**src/rtl/uart_tx_gen.sv**
```systemverilog
// UART transmitter with a one-word holding register.
// Sends START (0), DATA_W data bits LSB first, optional parity, then one or two
// STOP bits (1). Each bit lasts CLKS_PER_BIT enabled clock cycles.
//
// Ports:
//   clk       sole clock, rising edge
//   rst_n     synchronous active-low reset
//   enable    global advance; low freezes all state and forces ready low
//   isStart   word valid; a transfer happens when isStart and ready are both high
//   data      word to send, LSB first
//   parMode   parity: 00 none, 01 even, 10 odd, 11 mark
//   twoStop   0 one stop bit, 1 two stop bits
//   tx        serial line, idle high
//   ready     enable and holding register empty (combinational)
//   busy      frame on the line or word pending
//   isFinish  one-cycle pulse when the final stop bit completes
module uart_tx_gen #(
  parameter int unsigned DATA_W       = 8,
  parameter int unsigned CLKS_PER_BIT = 16
) (
  input  logic              clk,
  input  logic              rst_n,
  input  logic              enable,
  input  logic              isStart,
  input  logic [DATA_W-1:0] data,
  input  logic [1:0]        parMode,
  input  logic              twoStop,
  output logic              tx,
  output logic              ready,
  output logic              busy,
  output logic              isFinish
);

  localparam int unsigned BitW  = $clog2(DATA_W);
  localparam int unsigned BaudW = $clog2(CLKS_PER_BIT);
  localparam logic [BaudW-1:0] BaudLast = BaudW'(CLKS_PER_BIT - 1);
  localparam logic [BitW-1:0]  BitLast  = BitW'(DATA_W - 1);

  typedef enum logic [2:0] {StIdle, StStart, StData, StParity, StStop} state_e;

  state_e              state_q;
  logic [BaudW-1:0]    baud_q;
  logic [BitW-1:0]     bit_q;
  logic [DATA_W-1:0]   shift_q;
  logic                par_en_q;
  logic                par_bit_q;
  logic                two_q;
  logic                tx_q;
  logic                fin_q;
  logic                hold_valid_q;
  logic [DATA_W-1:0]   hold_data_q;
  logic [1:0]          hold_mode_q;
  logic                hold_two_q;

  logic                xfer;
  logic                bit_end;
  logic                last_stop;
  logic [DATA_W-1:0]   ld_data;
  logic [1:0]          ld_mode;
  logic                ld_two;

  function automatic logic parity_of(input logic [DATA_W-1:0] d, input logic [1:0] m);
    logic p;
    case (m)
      2'b01:   p = ^d;
      2'b10:   p = ~(^d);
      default: p = 1'b1;  // mark; unused when parity is off
    endcase
    return p;
  endfunction

  assign ready   = enable & ~hold_valid_q;
  assign busy    = (state_q != StIdle) | hold_valid_q;
  assign tx      = tx_q;
  assign isFinish = fin_q;

  assign xfer      = isStart & ready;
  assign bit_end   = (baud_q == BaudLast);
  assign last_stop = (state_q == StStop) && bit_end && (!two_q || (bit_q == BitW'(1)));

  // A pending word always takes precedence over the live inputs when a frame is
  // (re)started; in IDLE the holding register is empty so the inputs are used.
  assign ld_data = hold_valid_q ? hold_data_q : data;
  assign ld_mode = hold_valid_q ? hold_mode_q : parMode;
  assign ld_two  = hold_valid_q ? hold_two_q  : twoStop;

  always_ff @(posedge clk) begin
    if (!rst_n) begin
      state_q      <= StIdle;
      baud_q       <= '0;
      bit_q        <= '0;
      shift_q      <= '0;
      par_en_q     <= 1'b0;
      par_bit_q    <= 1'b0;
      two_q        <= 1'b0;
      tx_q         <= 1'b1;
      fin_q        <= 1'b0;
      hold_valid_q <= 1'b0;
      hold_data_q  <= '0;
      hold_mode_q  <= '0;
      hold_two_q   <= 1'b0;
    end else begin
      fin_q <= 1'b0;
      if (enable) begin
        // Words arriving mid-frame park in the holding register, except on the
        // final stop edge, where an arriving word starts the next frame directly.
        if (xfer && (state_q != StIdle) && !last_stop) begin
          hold_valid_q <= 1'b1;
          hold_data_q  <= data;
          hold_mode_q  <= parMode;
          hold_two_q   <= twoStop;
        end

        if (state_q != StIdle) begin
          baud_q <= bit_end ? '0 : baud_q + 1'b1;
        end

        unique case (state_q)
          StIdle: begin
            if (xfer) begin
              shift_q   <= ld_data;
              par_en_q  <= (ld_mode != 2'b00);
              par_bit_q <= parity_of(ld_data, ld_mode);
              two_q     <= ld_two;
              state_q   <= StStart;
              tx_q      <= 1'b0;
              baud_q    <= '0;
            end
          end
          StStart: begin
            if (bit_end) begin
              state_q <= StData;
              tx_q    <= shift_q[0];
              shift_q <= shift_q >> 1;
              bit_q   <= '0;
            end
          end
          StData: begin
            if (bit_end) begin
              if (bit_q == BitLast) begin
                bit_q <= '0;
                if (par_en_q) begin
                  state_q <= StParity;
                  tx_q    <= par_bit_q;
                end else begin
                  state_q <= StStop;
                  tx_q    <= 1'b1;
                end
              end else begin
                tx_q    <= shift_q[0];
                shift_q <= shift_q >> 1;
                bit_q   <= bit_q + 1'b1;
              end
            end
          end
          StParity: begin
            if (bit_end) begin
              state_q <= StStop;
              tx_q    <= 1'b1;
              bit_q   <= '0;
            end
          end
          StStop: begin
            if (bit_end) begin
              if (!last_stop) begin
                bit_q <= BitW'(1);
              end else begin
                fin_q <= 1'b1;
                bit_q <= '0;
                if (hold_valid_q || xfer) begin
                  shift_q      <= ld_data;
                  par_en_q     <= (ld_mode != 2'b00);
                  par_bit_q    <= parity_of(ld_data, ld_mode);
                  two_q        <= ld_two;
                  hold_valid_q <= 1'b0;
                  state_q      <= StStart;
                  tx_q         <= 1'b0;
                end else begin
                  state_q <= StIdle;
                  tx_q    <= 1'b1;
                end
              end
            end
          end
          default: begin
            state_q <= StIdle;
            tx_q    <= 1'b1;
          end
        endcase
      end
    end
  end

endmodule

```
**config.mk**
```make
export PLATFORM = sky130hd
export DESIGN_NAME = uart_tx_gen
export DESIGN_NICKNAME = d
export VERILOG_FILES = /design/src/rtl/uart_tx_gen.sv
export SDC_FILE = /design/constraint.sdc
export NUM_CORES = 1
export LEC_CHECK = 0
export CORE_ASPECT_RATIO = 0.6
export CORE_MARGIN = 3
export CORE_UTILIZATION = 40
export DETAILED_ROUTE_END_ITERATION = 8
export SYNTH_ARGS = -nofsm -noshare
export SYNTH_HDL_FRONTEND = slang
export SYNTH_SLANG_ARGS = --single-unit
```
**constraint.sdc**
```tcl
create_clock -name clk -period 5.85 [get_ports clk]
set_input_delay 1.17 -clock clk [delete_from_list [all_inputs] [get_ports clk]]
set_output_delay 1.17 -clock clk [all_outputs]
set_load 0.02 [all_outputs]
```
; Yosys cells after proc, flatten, opt, wreduce, memory -nomap -nowiden
; Cells that the tools add are included.
[totals]
inputBits = 15
reg_bits = 35
wordCells = 125
[classes]
n_eq_ne = 19
bitwise = 5
add_sub_neg = 2
n_reduce_logical = 23
n_mux = 63
[op_table]
columns = op, n
row1 = $mux 8, 8
row2 = $mux 3, 12
row3 = $pmux 8 s4, 1
row4 = $mux 1, 30
row5 = $mux 4, 4
row6 = $ne 2x2->1 const B, 8
row7 = $pmux 3 s5, 1
row8 = $pmux 3 s3, 1
row9 = $reduce_and 9->1, 1
row10 = $pmux 1 s2, 4
row11 = $reduce_and 8->1, 1
row12 = $reduce_xor 8->1, 1
row13 = $reduce_and 7->1, 1
row14 = $eq 3x1->1 const B, 2
row15 = $eq 3x2->1 const B, 2
row16 = $eq 3x3->1 const B, 2
row17 = $reduce_and 6->1, 1
row18 = $reduce_bool 3->1, 2
row19 = $pmux 1 s5, 1
row20 = $reduce_and 5->1, 1
row21 = $add 4x1->4 const B, 1
row22 = $eq 4x4->1 const B, 1
row23 = $logic_and 1x1->1, 4
row24 = $ne 2x1->1 const B, 2
row25 = 15 further kinds, 20

; Logic depth before layout (Yosys ltp)
; Gate-level depths: netlist of run 1.
[logic_depth]
ltp_word = 10
depth_mapped = 10
depth_no_buf = 8

; Worst setup path before layout of run 1
; No wires, ideal clock.
[synth_timing]
kind = input to output
startpoint = input port enable
endpoint = output port ready
t_required_ps = 4680
t_arrival_ps = 1517
setup_slack_ps = 3163
path_buffers = 0
path_stages = 1
cell_sequence = nor2b_1
[synth_between]
elab_chain_len = 1
[synth_lines]
columns = element, line
row1 = "start, declared", 23  ; input logic enable,
row2 = $and 1x1->1, 72  ; assign ready = enable & ~hold_valid_q;
row3 = "end, declared", 29  ; output logic ready,
; Every way passes these cells.

; Final worst setup path of run 1
; Ends and elaborated chain as after synthesis.

==> impl_metrics.tcl, run 1 <==
set metrics [dict create \
    peakVddDrop_uv 122.9 \
    worstSetupEndpointType "output port" \
    seq_area_frac_synth_pct 34.33 \
    fin_skew_ns 0.003643 \
    grt_first_pass_wirelength_microns 7010 \
    setup_ws_ns 2.068 \
    grt-ovfl-total 0 \
    cts_made_buffers 5 \
    layout_common_cells "38 x mux2i_1, 35 x nor2_1, 35 x dfxtp_1" \
    pre_cts_slack_ns 2.053 \
    final_core_util_pct 48.53 \
    setup_viol 0 \
    die_y_microns 61.33 \
    path_clk_slew_ns 0.07 \
    slew_headroom_pct 29.04 \
    grt_pass1_vias 1333 \
    netlist_area_sq_mm 0.002041 \
    final_common_cell "mux2i_1" \
    htreeDepth 2 \
    std_cell_rows 19 \
    clk_latency_ns 0.29 \
    slew_viol_final 0 \
    final.setup.tns_ns 0 \
    holdCritPathClass "register to register" \
    path_class "primary input to output port" \
    area_growth_pct 12.51 \
    crit_top_cell "clkdlybuf4s50_1" \
    grt.total_usage_pct 15.03 \
    io_buffers 18 \
    vias 1572 \
    clockRootBuffer "clkbuf_8" \
    cp_slowest_cell "clkdlybuf4s50_1" \
    core-area_sq_mm 0.004731 \
    detailed_place_hpwl_microns 3057 \
    period_share_pct 64.64 \
    crit_buf_inv 2 \
    die_x_microns 98.21 \
    cpPeakStageDelay_ns 0.65 \
    ys_types 45 \
    crit_path_max_fanout 8 \
    synth_top_area_cell "dfxtp_1" \
    initial_utilization_pct 43.14 \
    ant_nets 0 \
    layout-drive-gt1-share_pct 6.996 \
    period_minus_slack_ns 3.782 \
    die_area_sq_mm 0.006023 \
    worstPathRequired_ns 4.68 \
    holdBufCountCts 0 \
    dp_cells 298 \
    drcViolationCount 0 \
    synthTopCellsByArea "dfxtp_1 34%, mux2i_1 19%, nor2_1 6.4%" \
    startpoint_type "primary input" \
    tightest_slew_ns 1.063 \
    synth_top_area_share_pct 34.33 \
    synth_ff_type "dfxtp_1" \
    wl_per_cell_microns 14.14 \
    cp_cell_sequence "clkdlybuf4s50_1 -> nor2b_1 -> clkdlybuf4s50_1" \
    crit_arrival_ns 2.61 \
    synth.avg_cell_area_sq_um 8.873 \
    grt_max_degree 31 \
    n_antenna_cell 0 \
    dr.pass1.iters 4 \
    fmax_mhz 264.4 \
    io_pins 19 \
    synth_fp_nets 252 \
    synth_cells 230 \
    maxCapViolCount 0 \
    outcome "finished, final reports clean" \
    stdcell_count 306 \
    max-clock-path-buffers 2 \
    gp_congestion 0.8053 \
    cts_resized 0 \
    powerDensity_mw_per_mm2 247.9 \
    cts_setup_buffers 0 \
    viasPerCell 5.137 \
    drt_iter0_markers 72 \
    p_leak_nw 0.8506 \
    cts_num_sinks 35 \
    yosys_warnings 0 \
    hold_viol 0 \
    ys_ff_latch 35 \
    fin_nets 264 \
    antenna_found_initial 0 \
    synth-async-reset-ratio_pct 0 \
    wl_microns 4326 \
    cts_tree "yes" \
    synth-edff-count 0 \
    crit_family "buffers and inverters" \
    rsz0062_at_grt "false" \
]
worst min-delay path, delay by kind of cell (launching register included):
family           cells  cell delay, ns
DFF                  1            0.33
muxes                1            0.06
and+or+nand+nor      1            0.06
power breakdown:
group | internal [mW] | switching [mW] | leakage, nW
clock | 0.0836 | 0.0890 | 0.0422
combinational | 0.0604 | 0.0662 | 0.524
sequential | 0.252 | 0.0178 | 0.284
kinds of logic after synthesis:
group                      share of synthesized area [%]
adders and majority gates                          4.292
and+or+nand+nor                                    18.82
muxes                                              18.64
xor gates and xnor gates                           5.150
AOI/OAI and AO/OA                                  13.49
DFF                                                34.33
buffers and inverters                              5.273
registers in the layout (all words and copies together) (netlist names):
register	flops
shift_q	8
hold_mode_q	2
par_en_q	1
bit_q	3
isFinish	1
hold_data_q	8
par_bit_q	1
hold_two_q	1
tx	1
hold_valid_q	1
state_q	3
baud_q	4
two_q	1
layout make-up:
cell class	instances	area, sq um
fillers	470	2435
multi-input cells	176	1232
flip-flops and latches	35	700.7
repair buffers	18	180.2
well taps	63	78.83
clock buffers	7	76.32
inverters	6	22.52
clock inverters	1	5.005
Yosys cell counts (2+ instances only):
master and n:
nor2_1 35, a21oi_1 7, clkbuf_8 2, nor2_2 2, o21ai_0 16, mux2i_1 38, xnor2_1 4, nand2b_1 3
a211oi_1 3, clkbuf_1 5, nor3_1 6, dfxtp_1 35, and3_1 2, o21a_1 2, ha_1 7, or3_1 2
a31oi_1 2, nand2_1 15, xor2_1 8, nand3_1 2, buf_2 3, inv_1 6, nor2b_1 3
per-stage QoR:
step                      hold WS [ns]  total power [mW]  area [sq um]
after detailed placement        0.4627            0.4013          2215
after floorplan                 0.4582            0.3669          2041
after global placement          0.4592            0.3992          2215
after CTS                       0.4856            0.5739          2296
after global routing            0.5099            0.5995          2296
final                           0.4818            0.5691          2296
routing by layer:
metal,part of all wire (%),up-vias,global-route usage [%]
met4,0.79,0,4.086
met2,37,27,19.05
met1,59,719,23.94
met5,0,-,0
met3,3.7,5,4.186
li1,-,821,-
path summary, 6_finish.rpt:
kind,start,end,slack (ns),cells past startpoint
worst max register to register,hold_valid_q,shift_q[6],3.20,6
worst min register to register,tx,tx,0.48,2
worst min-delay path,tx,tx,0.48,2
worst max-delay path,enable,ready,2.07,3
(Power assumes the default switching activity.)
==> run 2: changes to the inputs <==
Clock period 5.85 ns to 3.7 ns, I/O delays scaled along.
==> impl_metrics.tcl, run 2 (same netlist as run 1, synthesis figures left out) <==
set metrics [dict create \
    clk_latency_ns 0.29 \
    cts_tree "yes" \
    worstSetupEndpointType "output port" \
    vias 1549 \
    grt.total_usage_pct 14.62 \
    io_pins 19 \
    grt-ovfl-total 0 \
    cts_resized 0 \
    period_share_pct 79.52 \
    fmax_mhz 339.9 \
    io_buffers 18 \
    p_leak_nw 0.8598 \
    die_y_microns 61.33 \
    slew_headroom_pct 29.33 \
    cts_num_sinks 35 \
    initial_utilization_pct 43.14 \
    grt_max_degree 31 \
    place_area_sq_mm 0.002215 \
    tightest_slew_ns 1.059 \
    detailed_place_hpwl_microns 2936 \
    wl_microns 4141 \
    die_area_sq_mm 0.006023 \
    design_area_sq_mm 0.002315 \
    gp_congestion 0.8179 \
    fin_skew_ns 0.005769 \
    area_growth_pct 13.43 \
    maxCapViolCount 0 \
    wl_per_cell_microns 13.53 \
    cts_setup_buffers 0 \
    n_antenna_cell 0 \
    holdBufCountCts 0 \
    layout_common_cells "38 x mux2i_1, 35 x nor2_1, 35 x dfxtp_1" \
    slew_viol_final 0 \
    crit_path_max_fanout 8 \
    cts_made_buffers 5 \
    path_clk_slew_ns 0.07 \
    path_class "primary input to output port" \
    viasPerCell 5.062 \
    powerDensity_mw_per_mm2 402.4 \
    ant_nets 0 \
    rsz0062_at_grt "false" \
    clockRootBuffer "clkbuf_8" \
    final_common_cell "mux2i_1" \
    setup_viol 0 \
    worstPathRequired_ns 2.96 \
    std_cell_rows 19 \
    core-area_sq_mm 0.004731 \
    top_regs "hold_data_q x8, shift_q x8, baud_q x4" \
    dr.pass1.iters 4 \
    htreeDepth 2 \
    seqCellArea_sq_um 700.7 \
    holdWs_ns 0.4812 \
    grt_pass1_vias 1343 \
    fin_nets 264 \
    grt_first_pass_wirelength_microns 6858 \
    multi_input_area_sq_mm 0.001232 \
    startpoint_type "primary input" \
    hold_viol 0 \
    period_minus_slack_ns 2.942 \
    crit_arrival_ns 2.20 \
    peakVddDrop_uv 249.0 \
    holdCritPathClass "register to register" \
    outcome "finished, final reports clean" \
    fillers 457 \
    die_x_microns 98.21 \
    layout-drive-gt1-share_pct 7.407 \
    drt_iter0_markers 60 \
    max-clock-path-buffers 2 \
    final.setup.tns_ns 0 \
    drcViolationCount 0 \
    antenna_found_initial 0 \
]
## run 2: cell types whose count changed in the layout (fill, tap and decap cells not counted)
cell / previous run / this run
clkbuf_1: 2 / 1
clkbuf_8: 5 / 7
clkinv_2: 1 / 0
## run 2: cell type report
| cell class | instances | share of cell area [%] |
|---|---|---|
| Tap cell | 63 | 3.405 |
| Sequential cell | 35 | 30.27 |
| Multi-Input combinational cell | 176 | 53.24 |
| Timing Repair Buffer | 18 | 7.784 |
| Clock buffer | 8 | 4.324 |
| Inverter | 6 | 0.9730 |
## run 2: worst paths after layout
path	slack (ns)	depth (start not counted)	end	start
max	0.76	3	ready	enable
min	0.48	2	tx	tx
max reg2reg	1.17	6	shift_q[1]	hold_valid_q
min reg2reg	0.48	2	tx	tx
## run 2: report_power, final
group	internal [mW]	total, mW	switching (mW)
sequential	0.399	0.426	0.0269
clock	0.170	0.307	0.137
combinational	0.0955	0.199	0.103
## run 2: through the flow
step / instances / power [mW] / utilization [%] / setup WS [ns]
2_1_floorplan: 230 / 0.5801 / - / 1.600
3_3_place_gp: 298 / 0.6311 / 46.81 / 0.7818
3_5_place_dp: 298 / 0.6327 / 46.81 / 0.7596
6_report: 306 / 0.9315 / 48.93 / 0.7578
5_1_grt: 306 / 0.9845 / 48.93 / 0.6840
4_1_cts: 306 / 0.9408 / 48.93 / 0.7562
## run 2: per-layer routing
layer / track usage (%) / wire, microns
met1: 22.88 / 2380
met2: 18.28 / 1545
met3: 4.638 / 181
met4: 4.669 / 34
met5: 0 / 0
## run 2: worst max-delay path, cell delays in order
cell and delay (ns):
clkdlybuf4s50_1 0.61, nor2b_1 0.21, clkdlybuf4s50_1 0.64
